===== src/rtl/counter_pkg.sv =====
// Shared definitions for the free-running counter and its sink-side checker.
package counter_pkg;

    localparam int COUNTER_WIDTH = 4;

    typedef enum logic [1:0] {
        IDLE    = 2'd0,
        ACQUIRE = 2'd1,
        LOCKED  = 2'd2,
        FAULT   = 2'd3
    } chk_state_e;

    // +1 that sticks at the all-ones value of a `width`-bit field (width 1..32).
    function automatic logic [31:0] satInc(input logic [31:0] value, input int width);
        logic [31:0] maxVal;
        maxVal = (width >= 32) ? 32'hFFFF_FFFF : ((32'd1 << width) - 32'd1);
        return (value >= maxVal) ? maxVal : value + 32'd1;
    endfunction

endpackage


===== src/rtl/sat_counter.sv =====
// Saturating event counter with synchronous active-low reset.
module sat_counter #(
    parameter int W = 8
) (
    input  logic         clk,
    input  logic         reset,
    input  logic         inc,
    output logic [W-1:0] count
);
    import counter_pkg::*;

    logic [W-1:0] count_q, count_d;

    always_comb begin
        count_d = count_q;
        if (inc) begin
            count_d = W'(satInc(32'(count_q), W));
        end
    end

    always_ff @(posedge clk) begin
        if (!reset) begin
            count_q <= '0;
        end else begin
            count_q <= count_d;
        end
    end

    assign count = count_q;

endmodule


===== config.mk =====
export PLATFORM = sky130hd
export DESIGN_NAME = sat_counter
export DESIGN_NICKNAME = d
export VERILOG_FILES = /design/src/rtl/counter_pkg.sv /design/src/rtl/sat_counter.sv
export SDC_FILE = /design/constraint.sdc
export NUM_CORES = 1
export LEC_CHECK = 0
export BUFFER_PORTS_ARGS = -buffer_cell sky130_fd_sc_hd__clkbuf_2
export CAP_MARGIN = 20
export CELL_PAD_IN_SITES_DETAIL_PLACEMENT = 0
export CELL_PAD_IN_SITES_GLOBAL_PLACEMENT = 1
export CORE_AREA = 2 2 39 41
export DETAILED_ROUTE_END_ITERATION = 7
export DIE_AREA = 0 0 41 43
export GPL_ROUTABILITY_DRIVEN = 0
export MAX_ROUTING_LAYER = met4
export PLACE_DENSITY_LB_ADDON = 0.1
export SETUP_SLACK_MARGIN = 0.15
export SLEW_MARGIN = 20
export SYNTH_ARGS = -nofsm -noshare
export SYNTH_HDL_FRONTEND = slang
export SYNTH_SLANG_ARGS = --single-unit

===== constraint.sdc =====
create_clock -name clk -period 1.6 [get_ports clk]
set_clock_uncertainty 0.1 [all_clocks]
set_input_delay 0.24 -clock clk [delete_from_list [all_inputs] [get_ports clk]]
set_output_delay 0.24 -clock clk [all_outputs]
set_load 0.005 [all_outputs]

=== Word-level counts from Yosys, hierarchy flattened ===
Cells that the tools add are included.

* Bits in read-only memories: 0
* Output and inout bits: 8
* Memories: 0
* Register bits after elaboration: 8
* RAM bits: 0
* Word-level logic and storage cells: 4
* Bits in latches: 0

* Equality and inequality tests: 0
* Divide/modulo/power cells: 0
* $lt $le $gt $ge: 1
* Multipliers: 0
* Shift-type cells: 0
* Mux-type cells: 1
* Bitwise logic cells: 0
* Add/subtract/negate cells: 1
* Reductions and logical operators: 0

{| class="wikitable"
|+ Operator list
! cell !! count
|-
| $add 8x1->8 const B || 1
|-
| $ge 8x8->1 const B || 1
|-
| $mux 8 || 1
|}

=== Logic depth before layout (Yosys ltp) ===
* Word-level depth: 2
* Mapped depth: 4
* Gate-level depth less buffers: 4

=== Least setup slack after synthesis ===
OpenSTA, ideal clock, no wires.

* Path kind: register to register
* Start: register count_q[0] (netlist: count[0])
* End: register count_q[5] (netlist: count[5])
* Path buffers: 0
* Path slack: 0.185 ns
* Arrival: 1.199 ns
* Stages on the path, launching flop included: 5
* Path through: dfxtp_1 -> ha_1 -> and3_4 -> a311o_1 -> o211a_1

* Cells in the longest elaborated chain, start to end: 2

{| class="wikitable"
|+ Ends and longest elaborated chain
! item !! RTL line !! source
|-
| start, declared || sat_counter.sv:12 || <nowiki>logic [W-1:0] count_q, count_d;</nowiki>
|-
| start signal, assigned || sat_counter.sv:25 || <nowiki>count_q <= count_d;</nowiki>
|-
| $add 8x1->8 or $ge 8x8->1 (tied branches) || counter_pkg.sv:17 || <nowiki>return (value >= maxVal) ? maxVal : value + 32'd1;</nowiki>
|-
| $mux 8 * || counter_pkg.sv:17 ||
|}

Every way passes the cells marked *; elsewhere a longest branch is shown, timed or not.
A chain may end at the register's enable or synchronous reset.

=== Worst setup path in the final report ===
Same ends and word-level chain as after synthesis.

==> impl_metrics.tcl <==
set metrics [dict create \
    status "completed" \
    internal-power_w 0.000306 \
    worstSetupEndpointType "register" \
    clk_pin_slew_worst_paths_ps 60 \
    overflow 0 \
    largest_reg_flops 8 \
    cp_num_buf_inv 0 \
    tritoncts "yes" \
    num_vias 379 \
    root_buffer "clkbuf_4" \
    die_y_um 43 \
    rsz0062_at_grt "no" \
    slowest_stage "a311o_1" \
    slew_viol_final 0 \
    crit_chain "ha_2, and3_4, a311o_1, o211a_1" \
    tns_ps 0 \
    pre_cts_ws_ps 138 \
    critPathKind "reg -> reg" \
    clock_latency_ps 250 \
    antenna_found_initial 0 \
    fin_hold_ws_ps 205 \
    syn-instance-count 39 \
    grt_pass1_wl_um 1560 \
    firstDrtPassIters 4 \
    cap_violations 0 \
    seq_area_frac_synth 0.416 \
    detail_route.wl_per_cell_um 13.8 \
    synth_common_cells "dfxtp_1 (8), a21boi_0 (3), nand3_1 (3), nand4_1 (3)" \
    max_freq_mhz 709 \
    detail-route-antenna-nets 0 \
    grt_max_degree 9 \
    layout-drive-gt1-share 0.346 \
    min_period_ps 1410 \
    drt_iter0_drc 12 \
    synth_area_sq_um 385 \
    clock-sinks 8 \
    antenna_cells 0 \
    finalWorstSetupSlack_ps 189 \
    die-area_sq_mm 0.00176 \
    final_cell_area_sq_um 482 \
    ys_async_sr_fraction 0 \
    ys_types 22 \
    hold_class "in -> reg" \
    cp.required_ps 1650 \
    num_io_pins 11 \
    ctsHoldBuffers 0 \
    switching_share 0.233 \
    synth_seq_cells 8 \
    finish.utilization 0.348 \
    p_switching_w 0.0000928 \
    viasPerCell 5.57 \
    dpl.hpwl_um 674 \
    seqPwrFrac 0.533 \
    wl_um 936 \
    track_usage 0.139 \
    start_kind "register" \
    start_util 0.278 \
    critPathTopFamily "compound AO/OA/AOI/OAI gates" \
    core-area_sq_mm 0.00138 \
    grt_pass1_vias 351 \
    power_density_mw_per_mm2 828 \
    ir_drop_uv 227 \
    rows 14 \
    synthTopCellsByArea "dfxtp_1 (42%), a21boi_0 (5.8%), nand4_1 (4.9%), nand3_1 (3.9%), and3_1 (3.2%)" \
    critPathMaxFanout 5 \
    yosysMostFrequentCell "dfxtp_1" \
    synth_nets 43 \
    worst_pin_slew_ps 259 \
    yosysTopAreaCell "dfxtp_1" \
    worst_ep_arrival_time_ps 1460 \
    slew_headroom 0.827 \
    fin_nets 58 \
    placed_area_sq_um 455 \
    slowest_delay_ps 350 \
    combPwrFrac 0.069 \
    synthFlopType "dfxtp_1" \
    portBuffers 10 \
    syn_to_final_growth_pct 25.0 \
    cts_max_path_buffers 2 \
    hold_violations 0 \
    synth_top_area_frac 0.416 \
    die_w_um 41 \
    pwr-share-clk 0.399 \
    yosysWarnings 0 \
    htreeDepth 1 \
    fillers 157 \
    post-route-period-util 0.882 \
    power.leakage_nw 0.215 \
    setup_violations 0 \
    syn_area_per_cell_sq_um 9.88 \
    drc 0 \
    synth-edff-count 0 \
    cts_buffers 3 \
]
==> power groups by stage <==
stage	Clock (W)	Sequential [W]	Combinational, W
final	0.000159	0.000213	0.0000274
after global routing	0.000180	0.000214	0.0000311
after CTS	0.000168	0.000212	0.0000274
after detailed placement	0	0.000216	0.0000272
after global placement	0	0.000215	0.0000273
after floorplan	0	0.000216	0.0000128
==> logic make-up (layout without fill, tap and decap cells) <==
group	after synthesis	count (layout)	synth area share
AO/OA/AOI/OAI	12	12	0.240
XOR/XNOR	2	2	0.0455
adder cells (fa/ha/maj)	1	1	0.0325
buffers and inverters	0	13	0
flip-flops	8	8	0.416
multiplexers	1	1	0.0260
AND/OR/NAND/NOR	15	15	0.240
==> per-stage QoR <==
step | total power, W | cells
5_1_grt | 0.000424 | 68
6_report | 0.000399 | 68
2_1_floorplan | 0.000229 | 39
3_3_place_gp | 0.000243 | 65
3_5_place_dp | 0.000243 | 65
4_1_cts | 0.000407 | 68
==> layout make-up <==
class	instances	area, sq um	area share
tap	16	20.0	0.0416
timing repair buffer	10	50.0	0.104
multi-input combinational	31	228	0.473
sequential	8	161	0.335
clock buffer	3	22.5	0.0468
==> per-layer routing <==
metal  wire (um)  vias up  part of all wire  GRT usage
li1            -      181                 -          -
met1         422      184              0.45      0.182
met2         454       12              0.49      0.172
met3          47        2             0.050     0.0314
met4          11        0             0.012      0.120
met5           0        -                 0          -
==> worst paths after layout <==
check	startpoint	cells past startpoint	to	slack [ps]
max	count[0]	4	count[5]	190
min	reset	3	count[6]	200
max reg2reg	count[0]	4	count[5]	190
min reg2reg	count[0]	2	count[0]	480
==> tightest hold or removal path, stage by stage <==
cell and delay [ps]:
clkbuf_2 150, o31ai_1 90, nor2_1 40
==> cell usage in the layout, fill, tap and decap left out, drive strengths merged <==
cell type | Yosys | layout
clkbuf | 0 | 13
dfxtp | 8 | 8
nand4 | 4 | 4
a21boi | 3 | 3
nand3 | 3 | 3
and3 | 3 | 3
a21oi | 2 | 2
nor2 | 2 | 2
nand2 | 2 | 2
mux2i | 1 | 1
xnor2 | 1 | 1
o31ai | 1 | 1
a311o | 1 | 1
o211a | 1 | 1
a21o | 1 | 1
xor2 | 1 | 1
a31oi | 1 | 1
nor3b | 1 | 1
o21bai | 1 | 1
o311a | 1 | 1
ha | 1 | 1
==> what timing repair did <==
item / in CTS / in global routing
resized for setup: 1 / 1
setup endpoints to repair: 1 / 1
buffers inserted: 0 / 0
Power figures use the tool's default switching activity.
